==> src/rtl/irq_onehot_sequencer_pkg.sv <==
// Shared definitions for the one-hot interrupt sequencer: sizes, FSM encoding
// and the index-to-one-hot helper used by both the picker and the top.
package irq_seq_pkg;

    localparam int N_REQ = 8;
    localparam int IDX_W = 3;
    localparam int CNT_W = 8;

    localparam logic [0:0] ST_IDLE  = 1'b0;
    localparam logic [0:0] ST_GRANT = 1'b1;

    // Bit 0 is the leftmost position, matching the downstream encoder ordering.
    function automatic logic [0:N_REQ-1] idx_to_onehot(input logic [IDX_W-1:0] idx);
        logic [0:N_REQ-1] oh;
        oh      = '0;
        oh[idx] = 1'b1;
        return oh;
    endfunction

endpackage

==> src/rtl/irq_onehot_sequencer_rr_pick.sv <==
// Round-robin picker: first set pending bit at or after ptr, wrapping 7 -> 0.
module rr_pick
    import irq_seq_pkg::*;
(
    input  logic [0:N_REQ-1] pending,
    input  logic [IDX_W-1:0] ptr,
    output logic [0:N_REQ-1] sel_oh,
    output logic [IDX_W-1:0] sel_idx,
    output logic             any
);

    logic [IDX_W-1:0] cand;

    always_comb begin
        sel_idx = '0;
        any     = 1'b0;
        cand    = '0;
        for (int k = 0; k < N_REQ; k++) begin
            // 3-bit addition wraps the search naturally past line 7.
            cand = ptr + IDX_W'(k);
            if (!any && pending[cand]) begin
                any     = 1'b1;
                sel_idx = cand;
            end
        end
        sel_oh = any ? idx_to_onehot(sel_idx) : '0;
    end

endmodule

==> src/rtl/irq_onehot_sequencer.sv <==
// Edge-detecting interrupt sequencer: latches request events as pending bits and
// hands them out one at a time as a one-hot grant, abandoning unacked grants.
module irq_onehot_sequencer
    import irq_seq_pkg::*;
#(
    parameter int TIMEOUT = 15
) (
    input  logic         clk,
    input  logic         rst_n,
    input  logic [0:7]   req,
    input  logic         ack,
    output logic [0:7]   grant,
    output logic         valid,
    output logic [0:7]   pending,
    output logic         lost,
    output logic         timeout
);

    localparam logic [CNT_W-1:0] CNT_LAST = CNT_W'(TIMEOUT - 1);

    logic [0:0]       state_q, state_d;
    logic [0:N_REQ-1] req_q;
    logic [0:N_REQ-1] pend_q, pend_d;
    logic [0:N_REQ-1] grant_q, grant_d;
    logic             valid_q, valid_d;
    logic             lost_q, lost_d;
    logic             to_q, to_d;
    logic [IDX_W-1:0] ptr_q, ptr_d;
    logic [IDX_W-1:0] sel_q, sel_d;
    logic [CNT_W-1:0] cnt_q, cnt_d;

    logic [0:N_REQ-1] event_w;
    logic [0:N_REQ-1] clr;
    logic [0:N_REQ-1] pick_oh;
    logic [IDX_W-1:0] pick_idx;
    logic             pick_any;

    assign event_w = req & ~req_q;

    rr_pick u_pick (
        .pending (pend_q),
        .ptr     (ptr_q),
        .sel_oh  (pick_oh),
        .sel_idx (pick_idx),
        .any     (pick_any)
    );

    always_comb begin
        state_d = state_q;
        grant_d = grant_q;
        valid_d = valid_q;
        ptr_d   = ptr_q;
        sel_d   = sel_q;
        cnt_d   = cnt_q;
        to_d    = 1'b0;
        clr     = '0;
        case (state_q)
            ST_IDLE: begin
                if (pick_any) begin
                    grant_d = pick_oh;
                    valid_d = 1'b1;
                    sel_d   = pick_idx;
                    cnt_d   = '0;
                    state_d = ST_GRANT;
                end else begin
                    grant_d = '0;
                    valid_d = 1'b0;
                end
            end
            ST_GRANT: begin
                // Ack and expiry share the exit path; ack suppresses the timeout pulse.
                if (ack || (cnt_q == CNT_LAST)) begin
                    clr     = idx_to_onehot(sel_q);
                    ptr_d   = sel_q + IDX_W'(1);
                    grant_d = '0;
                    valid_d = 1'b0;
                    to_d    = ~ack;
                    state_d = ST_IDLE;
                end else begin
                    cnt_d = cnt_q + CNT_W'(1);
                end
            end
        endcase
        // A new event on the line being cleared re-arms it rather than being lost.
        pend_d = (pend_q & ~clr) | event_w;
        lost_d = |(event_w & pend_q & ~clr);
    end

    always_ff @(posedge clk) begin
        if (!rst_n) begin
            state_q <= ST_IDLE;
            req_q   <= '1;
            pend_q  <= '0;
            grant_q <= '0;
            valid_q <= 1'b0;
            lost_q  <= 1'b0;
            to_q    <= 1'b0;
            ptr_q   <= '0;
            sel_q   <= '0;
            cnt_q   <= '0;
        end else begin
            state_q <= state_d;
            req_q   <= req;
            pend_q  <= pend_d;
            grant_q <= grant_d;
            valid_q <= valid_d;
            lost_q  <= lost_d;
            to_q    <= to_d;
            ptr_q   <= ptr_d;
            sel_q   <= sel_d;
            cnt_q   <= cnt_d;
        end
    end

    assign grant   = grant_q;
    assign valid   = valid_q;
    assign pending = pend_q;
    assign lost    = lost_q;
    assign timeout = to_q;

endmodule

==> config.mk <==
export PLATFORM = sky130hd
export DESIGN_NAME = irq_onehot_sequencer
export DESIGN_NICKNAME = d
export VERILOG_FILES = /design/src/rtl/irq_onehot_sequencer_pkg.sv /design/src/rtl/irq_onehot_sequencer_rr_pick.sv /design/src/rtl/irq_onehot_sequencer.sv
export SDC_FILE = /design/constraint.sdc
export NUM_CORES = 1
export LEC_CHECK = 0
export CORE_AREA = 2 2 75 112
export DETAILED_ROUTE_END_ITERATION = 8
export DIE_AREA = 0 0 77 114
export PLACE_DENSITY = 0.65
export RECOVER_POWER = 25
export SYNTH_ARGS = -nofsm -noshare
export SYNTH_HDL_FRONTEND = slang
export SYNTH_HIERARCHICAL = 1
export SYNTH_SLANG_ARGS = --single-unit
==> constraint.sdc <==
create_clock -name clk -period 4.04 [get_ports clk]
set_input_delay 0.808 -clock clk [delete_from_list [all_inputs] [get_ports clk]]
set_output_delay 0.808 -clock clk [all_outputs]
set_load 0.05 [all_outputs]
==> qor.yml, run 1 <==
path_class: "flip-flop to flip-flop"
ctsHoldBuffers: 0
status: "finished clean"
detailed_place_hpwl_um: 5610
min_period_ns: 3.67
synth_commonest_cells: "42 x dfxtp_1, 27 x nand2_1, 24 x nor2_1"
synth_warnings: 6
synth_cells: 330
synth.area.top_cells: "dfxtp_1 28%, mux4_2 9.6%, nand2b_1 4.5%"
avgSynthCellArea_um2: 9.25
rows: 40
synth_enable_flop_cells: 0
worstMarginPinSlew_ns: 0.959
grt_pass1_vias: 2558
ioPinCount: 30
clk-insertion-delay-late_ns: 0.28
port_buffers: 29
drt-wirelength-per-cell_um: 16.6
cts_max_level: 2
dr.pass1.iters: 4
initial_core_util_pct: 38.6
fin_crit_sh_pct: 90.8
finalHoldViolCount: 0
cts_tree: "built"
ys_seq_area_share_pct: 27.5
dieArea_mm2: 0.00878
gr-usage-all-layers_pct: 17.7
drt-vias-per-instance: 5.68
dr.first_iter.drc_count: 137
drc: 0
synth_top_area_share_pct: 27.5
fin_tns_setup_ns: 0
critPathRequiredTime_ns: 4.23
synth_async_sr_flop_share_pct: 0
drive_gt1_share_pct: 17.4
clock_sinks: 42
synth_nets: 346
cp_max_fo: 14
mappedNetlistArea_mm2: 0.00305
synth_cell_types: 72
cp_num_buf_inv: 2
holdCritStartpoint: "valid"
totalWireLength_um: 7660
grt_pass1_wl_um: 12500
path_common_cell: "inv_1"
clk_pin_slew_ns: 0.06
ir_drop_mv: 0.349
cp_slowest_cell: "mux4_2"
crit_family: "simple AND/OR/NAND/NOR gates"
drv_slew: 0
max_slew_margin_pct: 35.9
p_leak_uw: 0.00130
antennaDiodeCount: 0
synth_seq_cells: 42
hold_path_class: "flip-flop to flip-flop"
num_vias: 2623
clock_path_buffers: 2
utilization_pct: 45.3
fp.dieW_um: 77
setup_viol: 0
rsz0062_at_grt: "false"
nFillCells: 793
postRouteAntennaNets: 0
grt_max_degree: 24
cp-startpoint: "ptr_q[1]"
fin_nets: 372
r2r-start: "ptr_q[1]"
fin_skew_ns: 0.00577
post-synth-top-count-cell: "dfxtp_1"
post_cts.repair.setup_buffers: 0
clock.fmax_ghz: 0.273
place_congestion: 0.887
startpoint_type: "flip-flop"
path_cells: "inv_1 > ha_4 > mux2_2 > mux4_2 > o32a_1 > nand4b_4 > or2_1 > inv_1 > nand2_1 > nor2b_1 > nor2_2 > a21oi_1 > a211oi_1"
core_mm2: 0.00791
drv_cap: 0
p_per_area_mw_per_mm2: 501
synth_top_cell_by_area: "dfxtp_1"
max_stage_delay_ns: 0.48
synth_ff_type: "dfxtp_1"
cp.arrival_ns: 3.85
end_kind: "flip-flop"
cts-buffers-inserted: 5
root_buffer: "clkbuf_16"
antenna_found_initial: 0
grt.overflow.total: 0
die_h_um: 114
synthToLayoutAreaGrowth_pct: 17.5
## final cells by class
cell class	instances	area, um2	area share [%]
inverter	12	45.0	1.26
tap	105	131	3.66
timing repair buffer	35	335	9.35
clock inverter	1	5.00	0.140
multi-input combinational	260	2090	58.2
sequential	42	841	23.4
clock buffer	7	143	3.98
## routing by layer
metal  track usage, %  wire, um  part of all wire (%)
met1             19.6      3130                    41
met2             31.8      3930                    51
met3             2.61       210                   2.7
met4             10.7       382                   5.0
met5                0         0                     0
## kinds of logic (layout without fill, tap and decap cells)
group	count (synthesis)	in the layout	share of synthesized area, %
flops	42	42	27.5
simple gates	126	126	24.1
fa+ha+maj	5	5	2.05
compound gates	87	87	21.3
buf+inv	28	55	4.55
xor+xnor	6	6	1.72
mux	36	36	18.8
## worst paths after layout
kind / endpoint / slack (ns) / cells past startpoint
worst max register to register: cnt_q[2] / 0.37 / 13
worst min-delay path: valid / 0.50 / 2
worst min register to register: valid / 0.50 / 2
worst max-delay path: cnt_q[2] / 0.37 / 13
## placed cells by master, fill, tap and decap left out, types with 4 or more instances in the layout
master and instances:
and2_1 7, nor2_1 24, buf_4 6, xor2_1 4, nor2b_1 5, clkdlybuf4s50_1 28
nand2b_1 22, inv_1 10, dfxtp_1 42, a21oi_1 22, a31oi_1 5, nand3_1 6
mux2i_1 7, a22oi_1 10, o21ai_0 4, nand2_1 27, mux2_2 12, nand3b_1 11
ha_1 4, mux4_2 13, clkbuf_16 5, a211oi_1 7, o21ai_1 9
## registers in the layout (all words and copies together) (netlist names)
| name | flops |
|---|---|
| ptr_q | 3 |
| lost | 1 |
| pending | 8 |
| cnt_q | 8 |
| grant | 8 |
| sel_q | 3 |
| timeout | 1 |
| req_q | 8 |
| valid | 1 |
| state_q | 1 |
## report_power, final
| part | internal [uW] | switching, uW | leakage (uW) | total [uW] |
|---|---|---|---|---|
| logic | 371 | 497 | 0.000880 | 868 |
| registers | 463 | 62.6 | 0.000343 | 526 |
| clock network | 245 | 157 | 0.0000739 | 402 |
| total | 1080 | 717 | 0.00130 | 1800 |
## worst reg2reg max path: cells and delay by family, from the launching register on
kind            cells  cell delay [ns]
simple gates        5             1.12
mux                 2             0.87
buf+inv             2             0.17
compound gates      3             0.69
flops               1             0.33
fa+ha+maj           1             0.39
## what timing repair did
| item | in CTS | in global routing |
|---|---|---|
| setup endpoints to repair | 0 | 4 |
| resized for setup | 0 | 2 |
| endpoints found under the hold margin | 0 | 0 |
## through the flow
stage | std cells | hold slack, ns | total power (uW) | cell area [um2] | worst slack [ns]
3_5_place_dp | 454 | 0.491 | 1390 | 3430 | 0.192
3_3_place_gp | 454 | 0.487 | 1380 | 3430 | 0.328
4_1_cts | 462 | 0.505 | 1790 | 3570 | 0.166
6_report | 462 | 0.496 | 1800 | 3590 | 0.372
2_1_floorplan | 330 | 0.452 | 1210 | 3050 | 0.511
5_1_grt | 462 | 0.532 | 1910 | 3590 | 0.0926
Note: power is estimated with default switching activity, not from simulation.
==> run 2: changes to the inputs <==
Settings changed: CTS_BUF_LIST set to sky130_fd_sc_hd__clkbuf_16, TNS_END_PERCENT set to 10.
==> qor.yml, run 2 (same netlist as run 1, synthesis figures left out) <==
gr-usage-all-layers_pct: 17.7  # about the same
place_congestion: 0.887  # unchanged
postRouteAntennaNets: 0  # unchanged
synthToLayoutAreaGrowth_pct: 17.1  # was 17.5%
grt.overflow.total: 0  # unchanged
crit_family: "simple AND/OR/NAND/NOR gates"  # unchanged
num_vias: 2644  # was 2623
grt_pass1_wl_um: 12500  # about the same
ir_drop_mv: 0.334  # was 0.349 mV
grt_max_degree: 24  # unchanged
fin_nets: 372  # unchanged
root_buffer: "clkbuf_16"  # unchanged
end_kind: "flip-flop"  # unchanged
critPathCapture: "cnt_q[2]"  # unchanged
dieArea_mm2: 0.00878  # unchanged
mostFrequentLayoutCells: "42 x dfxtp_1, 28 x clkdlybuf4s50_1, 27 x nand2_1"  # unchanged
core_mm2: 0.00791  # unchanged
rows: 40  # unchanged
path_common_cell: "inv_1"  # unchanged
holdCritStartpoint: "valid"  # unchanged
grt_pass1_vias: 2555  # was 2558
finalHoldViolCount: 0  # unchanged
cts-buffers-inserted: 5  # unchanged
ctsHoldBuffers: 0  # unchanged
critPathRequiredTime_ns: 4.22  # was 4.23 ns
initial_core_util_pct: 38.6  # unchanged
fp.dieW_um: 77  # unchanged
drv_slew: 0  # unchanged
min_period_ns: 3.67  # about the same
drc: 0  # unchanged
mostFrequentLayoutCell: "dfxtp_1"  # unchanged
cp.arrival_ns: 3.86  # was 3.85 ns
clk_pin_slew_ns: 0.06  # about the same
antennaDiodeCount: 0  # unchanged
fin_skew_ns: 0.00577  # about the same
rsz0062_at_grt: "false"  # unchanged
path_class: "flip-flop to flip-flop"  # unchanged
fin_crit_sh_pct: 90.9  # was 90.8%
worstHoldPathCells: 2  # unchanged
startpoint_type: "flip-flop"  # unchanged
cp_num_buf_inv: 2  # unchanged
fin_tns_setup_ns: 0  # unchanged
port_buffers: 29  # unchanged
drt-wirelength-per-cell_um: 16.6  # about the same
r2r_setup_slack_ns: 0.37  # about the same
status: "finished clean"  # unchanged
ff2ff_path_depth: 13  # unchanged
totalWireLength_um: 7660  # about the same
path_cells: "inv_1 > ha_4 > mux2_2 > mux4_2 > o32a_1 > nand4b_4 > or2_1 > inv_1 > nand2_1 > nor2b_1 > nor2_2 > a21oi_1 > a211oi_1"  # unchanged
die_h_um: 114  # unchanged
hold_path_class: "flip-flop to flip-flop"  # unchanged
cts_resized: 0  # unchanged
p_per_area_mw_per_mm2: 496  # was 501 mW/mm2
drt-vias-per-instance: 5.72  # was 5.68
cts_tree: "built"  # unchanged
r2r-end: "cnt_q[2]"  # unchanged
max_slew_margin_pct: 37.2  # was 35.9%
clk-insertion-delay-late_ns: 0.28  # about the same
dp_cells: 454  # unchanged
ioPinCount: 30  # unchanged
dr.pass1.iters: 4  # unchanged
r2r-start: "ptr_q[1]"  # unchanged
clock_sinks: 42  # unchanged
cp-startpoint: "ptr_q[1]"  # unchanged
post_cts.repair.setup_buffers: 0  # unchanged
clock.fmax_ghz: 0.272  # was 0.273 GHz
antenna_found_initial: 0  # unchanged
cp_slowest_cell: "mux4_2"  # unchanged
drive_gt1_share_pct: 17.1  # was 17.4%
clock_path_buffers: 2  # unchanged
worstMarginPinSlew_ns: 0.940  # was 0.959 ns
p_leak_uw: 0.00130  # about the same
crit_cells: 13  # unchanged
detailed_place_hpwl_um: 5610  # unchanged
instances_no_fill: 462  # unchanged
cts_max_level: 2  # unchanged
dr.first_iter.drc_count: 136  # was 137
setup_viol: 0  # unchanged
cp_max_fo: 14  # unchanged
drv_cap: 0  # unchanged
max_stage_delay_ns: 0.48  # about the same
[run 2: cell types whose count changed in the layout (fill, tap and decap cells not counted)]
cell / previous run / this run
clkbuf_1: 1 / 0
clkbuf_8: 1 / 0
clkinv_1: 1 / 2
inv_1: 10 / 11
[run 2: how the worst min path moves through the flow]
stage | end | slack, ns
after global routing | pending[0] | 0.53
after global placement | cnt_q[3] | 0.49
after floorplan | cnt_q[2] | 0.45
final | valid | 0.50
after CTS | pending[1] | 0.51
after detailed placement | cnt_q[3] | 0.49
[run 2: cell type report]
class,count,area [um2]
fillers,794,4330
multi-input cells,260,2090
flip-flops and latches,42,841
repair buffers,35,335
well taps,105,131
clock buffers,5,125
inverters,12,45.0
clock inverters,3,12.5
[run 2: worst reg2reg max path, cell delays in order (launching register included)]
cell,delay (ns)
dfxtp_1,0.33
inv_1,0.11
ha_4,0.39
mux2_2,0.39
mux4_2,0.48
o32a_1,0.34
nand4b_4,0.21
or2_1,0.28
inv_1,0.06
nand2_1,0.06
nor2b_1,0.30
nor2_2,0.27
a21oi_1,0.07
a211oi_1,0.28
[run 2: where the power goes]
part / total (uW) / leakage [uW] / internal, uW / switching (uW)
clock: 380 / 0.0000724 / 223 / 157
combinational: 868 / 0.000880 / 371 / 497
sequential: 526 / 0.000343 / 463 / 62.5
total: 1770 / 0.00130 / 1060 / 717
[run 2: per-layer routing]
| metal | vias up | track usage [%] | wire [um] |
|---|---|---|---|
| met4 | 0 | 10.7 | 371 |
| met3 | 33 | 2.61 | 234 |
| met2 | 69 | 31.8 | 3940 |
| li1 | 1287 | - | - |
| met5 | - | 0 | 0 |
| met1 | 1255 | 19.5 | 3110 |
[run 2: stage by stage]
step                utilization [%]  hold slack (ns)  worst slack, ns  instance area [um2]  total power (uW)
floorplan                         -            0.452            0.511                 3050              1210
global placement               43.3            0.487            0.328                 3430              1380
detailed placement             43.3            0.491            0.192                 3430              1390
CTS                            45.1            0.505            0.165                 3560              1770
global route                   45.2            0.532           0.0909                 3580              1890
finish                         45.2            0.496            0.367                 3580              1770
==> run 3: changes to the inputs <==
Settings changed: CORE_AREA 2 2 75 112 to 2 2 97 71, DIE_AREA 0 0 77 114 to 0 0 99 73, PLACE_DENSITY 0.65 to 0.67, SYNTH_HIERARCHICAL 1 to not set.
==> qor.yml, run 3 <==
status: "finished clean"  # unchanged
die_h_um: 73  # was 114 um
clock_path_buffers: 2  # unchanged
rows: 25  # was 40
detailed_place_hpwl_um: 4490  # was 5610 um
num_vias: 2246  # was 2644
holdCritStartpoint: "grant[4]"  # was valid
p_leak_uw: 0.00106  # was 0.00130 uW
critPathRequiredTime_ns: 4.22  # about the same
p_per_area_mw_per_mm2: 615  # was 496 mW/mm2
cts-buffers-inserted: 5  # unchanged
fin_nets: 319  # was 372
fp.dieW_um: 99  # was 77 um
r2r-end: "grant[2]"  # was cnt_q[2]
fin_tns_setup_ns: 0  # unchanged
finalHoldViolCount: 0  # unchanged
setup_viol: 0  # unchanged
grt.overflow.total: 0  # unchanged
place_area_mm2: 0.00283  # was 0.00343 mm2
r2r-start: "ptr_q[1]"  # unchanged
synth_commonest_cells: "42 x dfxtp_1, 34 x nor2_1, 25 x nand2_1"  # was 42 x dfxtp_1, 27 x nand2_1, 24 x nor2_1
synth_warnings: 0  # was 6
synth.area.top_cells: "dfxtp_1 34%, mux4_2 9.1%, nor2_1 5.2%"  # was dfxtp_1 28%, mux4_2 9.6%, nand2b_1 4.5%
clock_sinks: 42  # unchanged
drv_slew: 0  # unchanged
cp-startpoint: "ptr_q[1]"  # unchanged
place_congestion: 0.962  # was 0.887
core_mm2: 0.00641  # was 0.00791 mm2
dr.pass1.iters: 5  # was 4
worstMarginPinSlew_ns: 0.865  # was 0.940 ns
ir_drop_mv: 0.417  # was 0.334 mV
mostFrequentLayoutCell: "dfxtp_1"  # unchanged
cts_tree: "built"  # unchanged
post_cts.repair.setup_buffers: 0  # unchanged
highest_layer: "met4"  # unchanged
cp_max_fo: 12  # was 14
met1_length_um: 3110  # about the same
ff2ff_path_depth: 9  # was 13
r2r_setup_slack_ns: 0.42  # was 0.37 ns
gr-usage-all-layers_pct: 17.9  # was 17.7%
avgSynthCellArea_um2: 9.04  # was 9.25 um2
mostFrequentLayoutCells: "42 x dfxtp_1, 34 x nor2_1, 28 x clkdlybuf4s50_1"  # was 42 x dfxtp_1, 28 x clkdlybuf4s50_1, 27 x nand2_1
cts_max_level: 2  # unchanged
path_class: "flip-flop to flip-flop"  # unchanged
synth_top_area_share_pct: 34.1  # was 27.5%
end_kind: "flip-flop"  # unchanged
synth_enable_flop_cells: 0  # unchanged
synth_nets: 289  # was 346
totalWireLength_um: 6170  # was 7660 um
synth_seq_cells: 42  # unchanged
synth_ff_type: "dfxtp_1"  # unchanged
min_period_ns: 3.62  # was 3.67 ns
instances_no_fill: 384  # was 462
synth_cell_types: 54  # was 72
root_buffer: "clkbuf_16"  # unchanged
drc: 0  # unchanged
fin_crit_sh_pct: 89.5  # was 90.9%
synth_cells: 273  # was 330
initial_core_util_pct: 38.5  # was 38.6%
port_buffers: 29  # unchanged
drv_cap: 0  # unchanged
grt_pass1_wl_um: 10400  # was 12500 um
synthToLayoutAreaGrowth_pct: 20.9  # was 17.1%
antennaDiodeCount: 0  # unchanged
hold_path_class: "flip-flop to flip-flop"  # unchanged
drive_gt1_share_pct: 9.90  # was 17.1%
dp_cells: 377  # was 454
ioPinCount: 30  # unchanged
rsz0062_at_grt: "false"  # unchanged
dieArea_mm2: 0.00723  # was 0.00878 mm2
startpoint_type: "flip-flop"  # unchanged
antenna_found_initial: 0  # unchanged
synth_async_sr_flop_share_pct: 0  # unchanged
mappedNetlistArea_mm2: 0.00247  # was 0.00305 mm2
fin_skew_ns: 0.00655  # was 0.00577 ns
max_slew_margin_pct: 42.3  # was 37.2%
worstHoldPathCells: 2  # unchanged
min_to: "grant[4]"  # was valid
drt-wirelength-per-cell_um: 16.1  # was 16.6 um
grt_max_degree: 21  # was 24
post-synth-top-count-cell: "dfxtp_1"  # unchanged
grt_pass1_vias: 2094  # was 2555
met2WireLength_um: 2580  # was 3940 um
clock.fmax_ghz: 0.277  # was 0.272 GHz
ctsHoldBuffers: 0  # unchanged
drt-vias-per-instance: 5.85  # was 5.72
ys_seq_area_share_pct: 34.1  # was 27.5%
synth_top_cell_by_area: "dfxtp_1"  # unchanged
clk-insertion-delay-late_ns: 0.28  # about the same
clk_pin_slew_ns: 0.06  # about the same
cp.arrival_ns: 3.79  # was 3.86 ns
postRouteAntennaNets: 0  # unchanged
stdcell_area_mm2: 0.00298  # was 0.00358 mm2
met3_length_um: 435  # was 234 um
cts_resized: 0  # unchanged
dr.first_iter.drc_count: 136  # unchanged
run 3: changes by cell type in the layout (fill, tap and decap cells not counted), moves of 6 or more:
cell / delta
o21ai_1: -7
and2_1: -6
nand3b_1: -11
nor2_1: +10
nand2b_1: -6
a21oi_1: -6
mux2_2: -7
a22oi_1: -10
run 3: critical path, stage by stage, from the launching register on:
cell and delay, ns:
dfxtp_1 0.61, inv_1 0.21, ha_1 0.62, mux4_2 0.46, mux2_2 0.38, nor4_4 0.28
nand2_1 0.19, nor4_4 0.38, nor3_2 0.12, a32o_1 0.27
run 3: through the flow:
stage                     util (%)  setup WS (ns)  hold slack, ns  power (uW)
after floorplan                  -          0.719           0.449        1190
after global placement        44.1          0.524           0.447        1380
after detailed placement      44.1          0.443           0.446        1390
after CTS                     46.6          0.429           0.469        1830
after global routing          46.5         0.0657           0.496        1950
final                         46.5          0.424           0.465        1840
run 3: cell type report:
| cell class | count | area [um2] |
|---|---|---|
| Fill cell | 598 | 3430 |
| Clock inverter | 2 | 33.8 |
| Inverter | 11 | 41.3 |
| Timing Repair Buffer | 32 | 309 |
| Tap cell | 81 | 101 |
| Clock buffer | 5 | 125 |
| Multi-Input combinational cell | 211 | 1530 |
| Sequential cell | 42 | 841 |
run 3: how the worst max path moves through the flow:
stage               end  slack, ns
2_1_floorplan  grant[6]       0.72
3_3_place_gp   grant[2]       0.52
3_5_place_dp   grant[0]       0.44
4_1_cts        grant[0]       0.43
5_1_grt        grant[5]       0.07
6_report       grant[2]       0.42
run 3: per-layer routing:
layer	GRT usage, %	vias up
li1	-	1081
met2	25.2	79
met3	4.89	7
met4	3.81	0
met1	27.0	1079
met5	0	-
run 3: report_power, final:
group          switching [uW]  internal (uW)  total (uW)
Sequential               73.6            472         545
Combinational             519            328         847
Clock                     158            286         444
Total                     751           1090        1840
run 3: kinds of logic (layout without fill, tap and decap cells):
kind of cell | Yosys count | after routing | share of synthesized area, %
compound gates | 77 | 77 | 22.2
xor+xnor | 9 | 9 | 3.19
fa+ha+maj | 5 | 5 | 2.54
buf+inv | 20 | 50 | 3.80
flops | 42 | 42 | 34.1
mux | 22 | 22 | 14.2
simple gates | 98 | 98 | 20.0
